<file path="config.mk">
export PLATFORM = sky130hd
export DESIGN_NAME = bcd_nibble_deserializer
export DESIGN_NICKNAME = d
export VERILOG_FILES = /design/src/rtl/bcd_nibble_deserializer_pkg.sv /design/src/rtl/bcd_nibble_deserializer_shift4.sv /design/src/rtl/bcd_nibble_deserializer.sv
export SDC_FILE = /design/constraint.sdc
export NUM_CORES = 1
export LEC_CHECK = 0
export CORE_ASPECT_RATIO = 1.4
export CORE_MARGIN = 3
export CORE_UTILIZATION = 43
export CTS_CLUSTER_SIZE = 20
export DETAILED_ROUTE_END_ITERATION = 10
export GPL_TIMING_DRIVEN = 0
export PLACE_DENSITY_LB_ADDON = 0.2
export RECOVER_POWER = 50
export SYNTH_ARGS = -nofsm -noshare
export SYNTH_HDL_FRONTEND = slang
export SYNTH_SLANG_ARGS = --single-unit
</file>
<file path="constraint.sdc">
create_clock -name clk -period 1.4 [get_ports clk]
set_clock_uncertainty 0.05 [all_clocks]
set_input_delay 0.21 -clock clk [delete_from_list [all_inputs] [get_ports clk]]
set_output_delay 0.21 -clock clk [all_outputs]
set_load 0.05 [all_outputs]
</file>
<file path="src/rtl/bcd_nibble_deserializer_pkg.sv">
// bcd_nibble_deserializer_pkg: shared buffer state encoding and BCD limit.
package bcd_nibble_deserializer_pkg;

    typedef enum logic {
        BUF_EMPTY = 1'b0,
        BUF_FULL  = 1'b1
    } buf_state_t;

    localparam logic [3:0] BCD_MAX = 4'd9;

    function automatic logic is_bcd_err(input logic [3:0] word);
        return word > BCD_MAX;
    endfunction

endpackage

</file>
<file path="src/rtl/bcd_nibble_deserializer_shift4.sv">
// nibble_shift4: 4-bit serial shifter with bit counter, frame sync and word_done pulse.
module nibble_shift4 #(
    parameter int MSB_FIRST = 1
) (
    input  logic       clk,
    input  logic       rst,
    input  logic       i_sin,
    input  logic       i_sin_valid,
    input  logic       i_sync,
    output logic [3:0] o_word,
    output logic       o_word_done
);

    logic [3:0] r_shift;
    logic [1:0] r_bit_cnt;
    logic [3:0] w_shift_in;
    logic [3:0] w_sync_in;

    assign w_shift_in  = (MSB_FIRST != 0) ? {r_shift[2:0], i_sin} : {i_sin, r_shift[3:1]};
    assign w_sync_in   = (MSB_FIRST != 0) ? {3'b000, i_sin} : {i_sin, 3'b000};
    // The completed word includes the bit being sampled on this edge.
    assign o_word      = w_shift_in;
    assign o_word_done = i_sin_valid && !i_sync && (r_bit_cnt == 2'd3);

    always_ff @(posedge clk) begin
        if (rst) begin
            r_shift   <= 4'd0;
            r_bit_cnt <= 2'd0;
        end else if (i_sync) begin
            r_shift   <= i_sin_valid ? w_sync_in : 4'd0;
            r_bit_cnt <= i_sin_valid ? 2'd1 : 2'd0;
        end else if (i_sin_valid) begin
            r_shift   <= w_shift_in;
            r_bit_cnt <= r_bit_cnt + 2'd1;
        end
    end

endmodule

</file>
<file path="src/rtl/bcd_nibble_deserializer.sv">
// bcd_nibble_deserializer: serial-to-parallel BCD word assembler with one-entry output buffer.
module bcd_nibble_deserializer
    import bcd_nibble_deserializer_pkg::*;
#(
    parameter int MSB_FIRST = 1,
    parameter int CNT_W     = 8
) (
    input  logic             clk,
    input  logic             rst,
    input  logic             i_sin,
    input  logic             i_sin_valid,
    input  logic             i_sync,
    output logic [3:0]       o_dout,
    output logic             o_dout_valid,
    input  logic             i_dout_ready,
    output logic             o_bcd_err,
    output logic             o_overrun,
    output logic [CNT_W-1:0] o_digit_cnt
);

    buf_state_t       r_state;
    buf_state_t       w_state_nxt;
    logic [3:0]       w_word;
    logic             w_done;
    logic             w_load;
    logic             w_drop;
    logic [3:0]       r_dout;
    logic             r_bcd_err;
    logic             r_overrun;
    logic [CNT_W-1:0] r_digit_cnt;

    nibble_shift4 #(
        .MSB_FIRST(MSB_FIRST)
    ) u_shift (
        .clk        (clk),
        .rst        (rst),
        .i_sin      (i_sin),
        .i_sin_valid(i_sin_valid),
        .i_sync     (i_sync),
        .o_word     (w_word),
        .o_word_done(w_done)
    );

    always_ff @(posedge clk) begin
        if (rst) r_state <= BUF_EMPTY;
        else     r_state <= w_state_nxt;
    end

    // A full buffer accepts a new word only when the old one leaves on the same edge.
    always_comb begin
        w_load      = w_done && ((r_state == BUF_EMPTY) || i_dout_ready);
        w_drop      = w_done && (r_state == BUF_FULL) && !i_dout_ready;
        w_state_nxt = w_done ? BUF_FULL : (i_dout_ready ? BUF_EMPTY : r_state);
    end

    always_ff @(posedge clk) begin
        if (rst) begin
            r_dout      <= 4'd0;
            r_bcd_err   <= 1'b0;
            r_overrun   <= 1'b0;
            r_digit_cnt <= '0;
        end else begin
            if (w_load) begin
                r_dout      <= w_word;
                r_bcd_err   <= is_bcd_err(w_word);
                r_digit_cnt <= r_digit_cnt + CNT_W'(1);
            end
            if (w_drop) r_overrun <= 1'b1;
        end
    end

    assign o_dout       = r_dout;
    assign o_dout_valid = (r_state == BUF_FULL);
    assign o_bcd_err    = r_bcd_err;
    assign o_overrun    = r_overrun;
    assign o_digit_cnt  = r_digit_cnt;

endmodule

</file>
# [Word level (Yosys, flattened, before mapping)]
# Index checks and enable logic that the tools add are counted.
[totals] out_inout_bits=15 reg_bits=20 inputBits=6 elab_cells=30
[op_classes] bitwise_logic=1 reduce_logical=10 n_eq_ne=1 add_sub_neg=2 muxes=8 order_cmp=1
[op_table] operator="8-bit by 1-bit adder with 8-bit output (second input constant)" n=1
[op_table] operator="3-bit two-way mux" n=2
[op_table] operator="1-bit logical AND" n=5
[op_table] operator="4-bit greater-than comparator (second input constant)" n=1
[op_table] operator="1-bit two-way mux" n=4
[op_table] operator="2-bit two-way mux" n=2
[op_table] operator="2-bit nonzero test" n=2
[op_table] operator="2-bit by 1-bit adder with 2-bit output (second input constant)" n=1
[op_table] operator="2-bit == test (second input constant)" n=1
[op_table] operator="1-bit logical NOT" n=2
[op_table] operator="1-bit logical OR" n=1
[op_table] operator="1-bit NOT" n=1

# [Logic depth before layout (Yosys ltp)]
[logic_depth] depth_word=5 ltp_mapped=5 ltp_nobuf=4

# [Hierarchy]
# A second synthesis with hierarchy kept.
[hier_totals] hier_cells=99 hier_area_um2=894.6
[modules_own_cells] module="bcd_nibble_deserializer" seq_area_each_um2=300.3 n_inst=1 cells_per_inst=76 area_per_inst_um2=665.6
[modules_own_cells] module="nibble_shift4" seq_area_each_um2=100.1 n_inst=1 cells_per_inst=23 area_per_inst_um2=229.0

# [Worst setup path after synthesis]
# Ideal clock, no wire load.
[synth_timing] path_type="reg2reg" from="reg r_digit_cnt[0] (netlist: o_digit_cnt[0])" to="reg r_digit_cnt[4] (netlist: o_digit_cnt[4])" path_stages_with_launch=5 setup_slack_ns=-0.356 arrival_time_ns=1.582 synth_period_minus_slack_ns=1.756 setup_time_ns=0.123 path_buffers=0 required_time_ns=1.227 cell_sequence="dfxtp_1 > ha_1 > nand2_1 > nor4b_4 > mux2_1"
[synth_between] elab_chain_len=1
[synth_rtl] element="from (decl)" line_no="bcd_nibble_deserializer.sv:30" text="logic [CNT_W-1:0] r_digit_cnt;"
[synth_rtl] element="from (signal assigned)" line_no="bcd_nibble_deserializer.sv:66" text="r_digit_cnt <= r_digit_cnt + CNT_W'(1);"
[synth_rtl] element="8-bit by 1-bit adder with 8-bit output" line_no="bcd_nibble_deserializer.sv:66"
# Every way passes these cells.
# A chain may end at the register's enable or synchronous reset.

# [Final worst setup path]
[layout_timing] from="reg u_shift.r_bit_cnt[0]" to="reg r_digit_cnt[5] (netlist: o_digit_cnt[5])"
[layout_between] elab_chain_len=3
[layout_rtl] element="from (decl)" line_no="bcd_nibble_deserializer_shift4.sv:15" text="logic [1:0] r_bit_cnt;"
[layout_rtl] element="from (signal assigned)" line_no="bcd_nibble_deserializer_shift4.sv:31" text="r_bit_cnt <= i_sin_valid ? 2'd1 : 2'd0;"
[layout_rtl] element="from (signal assigned)" line_no="bcd_nibble_deserializer_shift4.sv:34" text="r_bit_cnt <= r_bit_cnt + 2'd1;"
[layout_rtl] element="2-bit == test" line_no="bcd_nibble_deserializer_shift4.sv:23" text="assign o_word_done = i_sin_valid && !i_sync && (r_bit_cnt == 2'd3);"
[layout_rtl] element="1-bit logical AND" line_no="bcd_nibble_deserializer_shift4.sv:23"
[layout_rtl] element="1-bit logical AND" line_no="bcd_nibble_deserializer.sv:51" text="w_load = w_done && ((r_state == BUF_EMPTY) || i_dout_ready);"
# Every way passes these cells.

==> results_dict.tcl <==
set metrics [dict create \
    fin_nets 134 \
    pre_cts_ws_ns -0.482 \
    synthDominantCellAreaShare_pct 42.2 \
    wl_mm 2.05 \
    drc 0 \
    viasPerCell 5.58 \
    max_slew_margin_pct 80.0 \
    synth_area_leader_cell "dfxtp_1" \
    vias 814 \
    required_ns 1.55 \
    arrival_ns 1.63 \
    p_leak_nw 0.472 \
    track_usage_pct 16.6 \
    ir_drop_v 0.000542 \
    cp_max_fo 3 \
    port_buffers 19 \
    synth-seq-cells 20 \
    clkLatencyLatePin_ns 0.30 \
    fin_tns_setup_ns -0.229 \
    overflow 0 \
    core_um2 2020 \
    worst_slew_pin_slew_ns 0.300 \
    grt_pass1_wl_mm 3.39 \
    drive_gt1_share_pct 44.8 \
    synth-edff-count 0 \
    violations "setup timing" \
    fin_crit_ns 1.48 \
    ys_types 28 \
    path_clk_slew_ns 0.12 \
    ctsLongestPathBuffers 2 \
    max_freq_mhz 674 \
    ctsRootBufferMaster "clkbuf_4" \
    ant_nets 0 \
    syn_avg_cell_area_um2 9.58 \
    wire_per_inst_um 14.0 \
    cts_buffers 3 \
    gp_congestion 0.848 \
    grt_max_degree 12 \
    worstSetupPathType "reg -> reg" \
    drt-initial-drc-count 23 \
    synthesis.instances 99 \
    finalHoldViolations 0 \
    fin_ws_ns -0.0844 \
    clock-sinks 20 \
    outcome "finished, violations left" \
    syn-num-nets 107 \
    post-route-period-util_pct 106 \
    p_per_area_nw_per_um2 728 \
    antenna_found_initial 0 \
    area_growth_pct 39.4 \
    async_flop_share_pct 0 \
    netlist_top_cells_count "20 x dfxtp_1, 10 x a21oi_1, 9 x nor2_1" \
    start_util_pct 46.9 \
    fp.dieH_um 61.6 \
    grt_pass1_vias 790 \
    rsz0062_at_grt "yes" \
    cp-end-kind "register" \
    yosysSeqAreaShare_pct 42.2 \
    maxCapViolCount 0 \
    dr.pass1.iters 4 \
    ios 21 \
    setup_viol 4 \
    dp_hpwl_mm 1.45 \
    diodes 0 \
    maxSlewViolCount 0 \
    die-area_um2 2810 \
    num_rows 19 \
    hold_path.class "in -> reg" \
    synthMostInstantiatedCell "dfxtp_1" \
    syn_area_um2 948 \
    die_w_um 45.7 \
    cts_tree "yes" \
    start_kind "register" \
    ys_top_cells_by_area "dfxtp_1 42%, mux2_2 5.9%, a21oi_1 5.3%" \
    cts_max_level 1 \
    timing.hold.ws_ns 0.178 \
    ys.flop_type "dfxtp_1" \
    fillers 163 \
    yosysWarnings 0 \
]
==> cells by family (layout without fill, tap and decap cells) <==
family | Yosys count | count (layout) | synth area share (%)
adder cells (fa/ha/maj) | 2 | 2 | 2.64
AND/OR/NAND/NOR | 42 | 42 | 28.1
flip-flops | 20 | 20 | 42.2
XOR/XNOR | 1 | 1 | 0.924
AO/OA/AOI/OAI | 18 | 18 | 9.89
buffers and inverters | 7 | 33 | 5.94
multiplexers | 9 | 9 | 10.3
==> worst paths after layout <==
| path | from | endpoint | slack, ns | depth (start not counted) |
|---|---|---|---|---|
| setup / recovery | u_shift.r_bit_cnt[0] | o_digit_cnt[5] | -0.08 | 4 |
| hold reg to reg | o_bcd_err | o_bcd_err | 0.44 | 2 |
| setup reg to reg | u_shift.r_bit_cnt[0] | o_digit_cnt[5] | -0.08 | 4 |
| hold / removal | i_sin_valid | u_shift.r_shift[0] | 0.18 | 3 |
==> layer usage <==
layer	GRT usage [%]	share of wire, %	routed length [um]
met1	19.3	40	830
met2	28.3	54	1100
met3	2.34	4.2	86
met4	10.2	1.5	31
met5	0	0	0
==> power breakdown <==
group          internal (W)  switching [W]  total (W)
registers          0.000563     0.00000529   0.000568
clock network      0.000158       0.000176   0.000334
logic             0.0000289      0.0000317  0.0000607
==> sequential cells by signal, indices dropped and copies added, names as in the netlist <==
signal,flops
o_dout,4
o_digit_cnt,8
o_dout_valid,1
u_shift.r_shift,3
o_overrun,1
u_shift.r_bit_cnt,2
o_bcd_err,1
==> critical path: stages (launching register included) <==
cell	delay, ns
dfxtp_2	0.37
ha_4	0.16
nand4b_1	0.22
nor4_2	0.23
mux2_2	0.36
==> per-stage QoR <==
stage               utilization (%)  instance area [um2]  cells  total power (W)
floorplan                         -                  993     99         0.000615
global placement               59.9                 1210    139         0.000640
detailed placement             59.9                 1210    139         0.000642
CTS                            64.0                 1290    143         0.000976
global route                   65.4                 1320    146          0.00101
finish                         65.4                 1320    146         0.000963
==> placed cells by master, fill, tap and decap left out, types with 2 or more instances in the layout <==
cell type / instances
clkdlybuf4s50_1: 2
clkdlybuf4s15_2: 15
nand2_1: 3
a21oi_1: 10
mux2_2: 5
dfxtp_2: 4
nor2b_1: 7
buf_6: 4
dfxtp_4: 6
nand3_1: 6
clkbuf_4: 4
o21ai_0: 7
dfxtp_1: 10
nor3_1: 3
buf_4: 3
buf_2: 2
mux2i_1: 3
nor2_1: 9
nor4_2: 3
==> timing repair <==
action                                  CTS  global route
resized for setup                        54             2
gates cloned                              0             0
hold buffers                              0             0
buffers inserted                          1             3
pin swaps                                 4             0
endpoints found under the setup margin   21            13
==> final cells by class <==
type	count	area (um2)	area share [%]
Buffer	6	51.3	3.88
Tap cell	21	26.3	1.99
Multi-Input combinational cell	72	539	40.8
Clock buffer	4	36.3	2.74
Sequential cell	20	428	32.4
Timing Repair Buffer	23	241	18.3
(Power assumes the default switching activity.)
==> variant 1 (config.mk and constraints unchanged) <==
`MSB_FIRST` is set to 1 in 2 places; all go to 0.
--- a/src/rtl/bcd_nibble_deserializer_shift4.sv
+++ b/src/rtl/bcd_nibble_deserializer_shift4.sv
@@ -1,5 +1,5 @@
 // nibble_shift4: 4-bit serial shifter with bit counter, frame sync and word_done pulse.
 module nibble_shift4 #(
-    parameter int MSB_FIRST = 1
+    parameter int MSB_FIRST = 0
 ) (
     input  logic       clk,
--- a/src/rtl/bcd_nibble_deserializer.sv
+++ b/src/rtl/bcd_nibble_deserializer.sv
@@ -3,5 +3,5 @@
     import bcd_nibble_deserializer_pkg::*;
 #(
-    parameter int MSB_FIRST = 1,
+    parameter int MSB_FIRST = 0,
     parameter int CNT_W     = 8
 ) (
Formal check against the unedited RTL: not equivalent (a bounded check fails within 10 cycles, from zero or initial values and one cycle with rst high).
==> variant 1 against the original RTL <==
First-iteration DRC count fell by 65%. Synthesized area decreased by 12%. The flow still finishes with violations (setup timing). Wire length decreased by 14%. Sequential power increased by 0.7%. Cell area decreased by 11%. Sequential cell count stayed put. Combinational power shrank 19%. Die area shrank 11%. Via count decreased by 15%. Synthesized cell count shrank 12%. Setup slack worse by 0.17 ns. Cell count down 11%. Critical path type unchanged. Worst hold slack worse by 0.020 ns. Total power up 5.7%.
==> variant 1: results (changes against the original RTL) <==
Run status
  – Status: finished, violations left (unchanged)
  – Violated checks: setup timing (unchanged)

STA
  – Final setup fails: 8 (was 4)
  – Setup WS post-layout: -0.2556 ns (was -0.08440 ns)
  – Setup TNS: -0.6923 ns (was -0.2291 ns)
  – Relative max-transition margin: 69.67% (was 79.95%)

Hold path
  – Worst Hold Class: in2reg (unchanged)
  – Hold Path Depth: 3 (unchanged)
  – WHS Endpoint: u_shift.r_shift[3] (was u_shift.r_shift[0])
  – Hold Crit Start: i_sin_valid (unchanged)

Synth
  – Async set or reset register ratio after synthesis: 0% (unchanged)
  – Adder-Cell Fraction of Synth Area: 3.008% (was 2.639%)
  – Ys Warns: 0 (unchanged)
  – Post-synth net total: 95 (was 107)
  – XOR/XNOR Fraction of Synth Area: 7.368% (was 0.9235%)
  – Compound-cell area share of the yosys netlist: 6.617% (was 9.894%)
  – Leading cell types by total area after synthesis: dfxtp_1, mux2i_1, nor2_1 (was dfxtp_1, mux2_2, a21oi_1)
  – Register area share after synthesis: 48.12% (was 42.22%)
  – Distinct cell type count of the synthesized netlist: 25 (was 28)
  – Top cells by count, synth: dfxtp_1, nor2_1, mux2i_1 (was dfxtp_1, a21oi_1, nor2_1)
  – Post-synthesis mux area share: 8.421% (was 10.29%)

Drt
  – WL met2: 994 µm (was 1101 µm)
  – Initial DRC count: 8 (was 23)
  – Via Count: 690 (was 814)
  – Met3 Wirelength: 50 µm (was 86 µm)
  – DR pass1 iterations: 3 (was 4)
  – Met1 WL: 683 µm (was 830 µm)
  – Total wire length: 1764 µm (was 2050 µm)

Layout
  – Nets@finish: 119 (was 134)
  – Fill cells: 156 (was 163)
  – Final instance area: 1175 µm² (was 1323 µm²)
  – Ratio of cells with drive above 1 in the final layout: 35.45% (was 44.80%)
  – Number of flip-flops in the largest register: 8 (unchanged)

CTS
  – H-tree depth: 1 (unchanged)
  – Root Driver: clkbuf_4 (unchanged)

Worst setup path
  – CP max stage delay: 0.42 ns (was 0.37 ns)
  – FF-to-FF path depth: 5 (was 4)
  – Slowest CP cell: or4_4 (was dfxtp_2)
  – Reg2reg end: o_digit_cnt[7] (was o_digit_cnt[5])
  – Largest fanout on the critical path: 4 (was 3)
  – WP data arrival: 1.84 ns (was 1.63 ns)

Global route
  – GR met2 Demand/Resource: 27.70% (was 28.34%)
  – First-pass GRT wire length: 2911 µm (was 3394 µm)
  – Met1 GRT Util: 15.93% (was 19.25%)
  – Tot GR Track Use: 14.94% (was 16.65%)
  – Number of global-route vias before repair: 698 (was 790)
  – Pin count of the biggest net entering global routing: 13 (was 12)
  – Global-route met3 utilization: 2.484% (was 2.339%)

Pwr
  – Leakage power: 0.0004111 µW (was 0.0004724 µW)
  – Peak supply drop: 737.1 µV (was 542.5 µV)

Placement
  – Routability congestion estimate: 0.7329 (was 0.8478)
  – Setup Slack @ Placement: -0.7612 ns (was -0.4818 ns)
  – Placed inst area: 1070 µm² (was 1210 µm²)
  – Detailed Place HPWL: 1280 µm (was 1451 µm)
  – Port Buffer Count: 18 (was 19)
-- variant 1: cell types whose count changed after synthesis, sizes merged, moves of 3 or more --
cell / before / now
a21oi: 10 / 6
buf: 7 / 1
clkbuf: 0 / 3
mux2: 6 / 0
mux2i: 3 / 7
nor2: 9 / 14
nor2b: 8 / 2
o21ai: 7 / 2
xnor2: 1 / 5
-- variant 1: area by class of cell --
type | instances | share of cell area, %
Multi-Input combinational cell | 63 | 38.45
Sequential cell | 20 | 35.78
Timing Repair Buffer | 20 | 18.00
Clock buffer | 4 | 4.047
Tap cell | 20 | 2.130
Buffer | 3 | 1.597
-- variant 1: stage by stage --
stage               std cells  hold slack [ns]  utilization [%]  power (µW)
floorplan                  87           0.2318                -       614.6
global placement          125           0.4111            59.38       632.8
detailed placement        125           0.4253            59.38       634.8
CTS                       131           0.1583            64.24        1025
global route              130           0.1697            65.21        1056
finish                    130           0.1576            65.21        1018
-- variant 1: cell families after synthesis --
group,Yosys count
XOR/XNOR,7
adder cells (fa/ha/maj),2
buffers and inverters,4
AND/OR/NAND/NOR,37
multiplexers,7
flip-flops,20
AO/OA/AOI/OAI,10
-- variant 1: timing repair --
action,in CTS,in global routing
gates resized for setup,48,7
hold buffers,0,0
endpoints found under the setup margin,25,12
setup buffers,2,0
pin swaps,4,2
-- variant 1: how the worst max path moves through the flow --
stage,to,cells past startpoint
final,o_digit_cnt[7],5
after floorplan,o_digit_cnt[7],5
after global placement,o_digit_cnt[7],5
after CTS,o_digit_cnt[7],5
after detailed placement,o_digit_cnt[7],5
after global routing,o_digit_cnt[7],5
-- variant 1: power by group --
part	leakage [µW]	switching [µW]	internal [µW]	total, µW
clock	0.0000261	179	218	397
sequential	0.000167	5.12	567	572
combinational	0.000218	25.5	23.4	48.9
==> variant 2 (same flow settings) <==
Made on the original files. Reset style: asynchronous (`rst`), changed in 3 clocked blocks.
--- a/src/rtl/bcd_nibble_deserializer_shift4.sv
+++ b/src/rtl/bcd_nibble_deserializer_shift4.sv
@@ -23,5 +23,5 @@
     assign o_word_done = i_sin_valid && !i_sync && (r_bit_cnt == 2'd3);
 
-    always_ff @(posedge clk) begin
+    always_ff @(posedge clk or posedge rst) begin
         if (rst) begin
             r_shift   <= 4'd0;
--- a/src/rtl/bcd_nibble_deserializer.sv
+++ b/src/rtl/bcd_nibble_deserializer.sv
@@ -42,5 +42,5 @@
     );
 
-    always_ff @(posedge clk) begin
+    always_ff @(posedge clk or posedge rst) begin
         if (rst) r_state <= BUF_EMPTY;
         else     r_state <= w_state_nxt;
@@ -54,5 +54,5 @@
     end
 
-    always_ff @(posedge clk) begin
+    always_ff @(posedge clk or posedge rst) begin
         if (rst) begin
             r_dout      <= 4'd0;
Check against the original RTL: differs if rst is asserted again (counterexample within 10 cycles, from zero or initial values and one cycle with rst high); with rst held inactive, the same outputs for 10 cycles.
==> variant 2 against the original RTL <==
Sequential cell count unchanged. Synthesized area decreased by 7.7%. Worst hold slack got worse by 0.097 ns. The flow still finishes with violations (setup timing). Die area decreased by 6.8%. Setup slack improved by 0.079 ns. Via count decreased by 24%. Highest routed layer unchanged. Cell area decreased by 5.7%. Cell count decreased by 20%. Wire length decreased by 18%.
Power is not compared: it rests on default switching activity, and its combinational part moved more than twofold at a synthesized area within 25%.
==> variant 2: results (changes against the original RTL) <==
Drt
  – DR pass1 iterations: 2 (was 4)
  – WL met2: 880 µm (was 1101 µm)
  – Initial DRC count: 9 (was 23)
  – Total wire length: 1676 µm (was 2050 µm)
  – Met1 WL: 638 µm (was 830 µm)
  – Vias per inst: 5.316 (was 5.575)
  – Met3 Wirelength: 76 µm (was 86 µm)

Placement
  – Routability congestion estimate: 0.7798 (was 0.8478)
  – Inst Count DP: 107 (was 139)
  – Setup Slack @ Placement: -0.3508 ns (was -0.4818 ns)
  – Placed inst area: 1095 µm² (was 1210 µm²)

Global route
  – Number of global-route vias before repair: 637 (was 790)
  – Met1 GRT Util: 14.67% (was 19.25%)
  – Global-route met3 utilization: 1.824% (was 2.339%)
  – First-pass GRT wire length: 2697 µm (was 3394 µm)
  – Pin count of the biggest net entering global routing: 21 (was 12)
  – Tot GR Track Use: 14.59% (was 16.65%)
  – GR met2 Demand/Resource: 24.79% (was 28.34%)

Synth
  – Compound-cell area share of the yosys netlist: 2.857% (was 9.894%)
  – Distinct cell type count of the synthesized netlist: 22 (was 28)
  – Async set or reset register ratio after synthesis: 100.0% (was 0%)
  – Leading cell types by total area after synthesis: dfrtp_1, xnor2_1, mux2_1 (was dfxtp_1, mux2_2, a21oi_1)
  – Adder-Cell Fraction of Synth Area: 2.857% (was 2.639%)
  – Synth Area per Inst: 12.88 µm² (was 9.580 µm²)
  – Top cells by count, synth: dfrtp_1, xnor2_1, nand2_1 (was dfxtp_1, a21oi_1, nor2_1)
  – Post-synthesis mux area share: 9.857% (was 10.29%)
  – XOR/XNOR Fraction of Synth Area: 8.000% (was 0.9235%)
  – Post-synth net total: 76 (was 107)
  – Count leader, synth: dfrtp_1 (was dfxtp_1)

Run status
  – Violated checks: setup timing (unchanged)
  – Status: finished, violations left (unchanged)

Layout
  – Seq area share: 40.42% (was 32.36%)
  – Post-Layout Cell Count: 117 (was 146)
  – Multi-input gate count: 46 (was 72)
  – Multi-input combinational area share: 33.60% (was 40.78%)
  – NonClk Buf Share: 19.46% (was 22.14%)
  – Invs w/o clock: 1 (was 0)
  – Buffers outside the clock class: 26 (was 29)
  – Fill cells: 152 (was 163)

STA
  – Setup TNS: -0.005967 ns (was -0.2291 ns)
  – Relative max-transition margin: 50.81% (was 79.95%)
  – Setup WS post-layout: -0.005350 ns (was -0.08440 ns)
  – Final hold slack: 0.08025 ns (was 0.1777 ns)
  – Final setup fails: 2 (was 4)

Run
  – Max-cap viol count: 0 (unchanged)

CTS
  – Postcts setup bufs: 4 (was 1)
  – Post-CTS sizing: 49 (was 54)

Worst setup path
  – CP max stage delay: 0.41 ns (was 0.37 ns)
  – Slowest CP cell: dfrtp_1 (was dfxtp_2)
## variant 2: changes by cell type in the layout (fill, tap and decap cells not counted), moves of 6 or more
cell and delta:
nor2_1 -6, o21ai_0 -6, a21oi_1 -10, dfxtp_1 -10, dfrtp_1 +17, dfxtp_4 -6, nor2b_1 -7
## variant 2: power groups by stage
stage / registers [µW] / clock network, µW / logic, µW
6_report: 721 / 468 / 511
5_1_grt: 735 / 509 / 550
4_1_cts: 723 / 484 / 529
3_5_place_dp: 729 / 0 / 521
3_3_place_gp: 726 / 0 / 515
2_1_floorplan: 956 / 0 / 114
## variant 2: path summary, 6_finish.rpt
path,start,end,depth (start not counted)
setup / recovery,u_shift.r_bit_cnt[1],o_digit_cnt[5],5
hold / removal,i_sin_valid,u_shift.r_shift[0],2
setup reg to reg,u_shift.r_bit_cnt[1],o_digit_cnt[5],5
hold reg to reg,o_digit_cnt[3],o_digit_cnt[3],1
max in group asynchronous,rst,o_dout_valid,2
min in group asynchronous,rst,o_dout[3],2
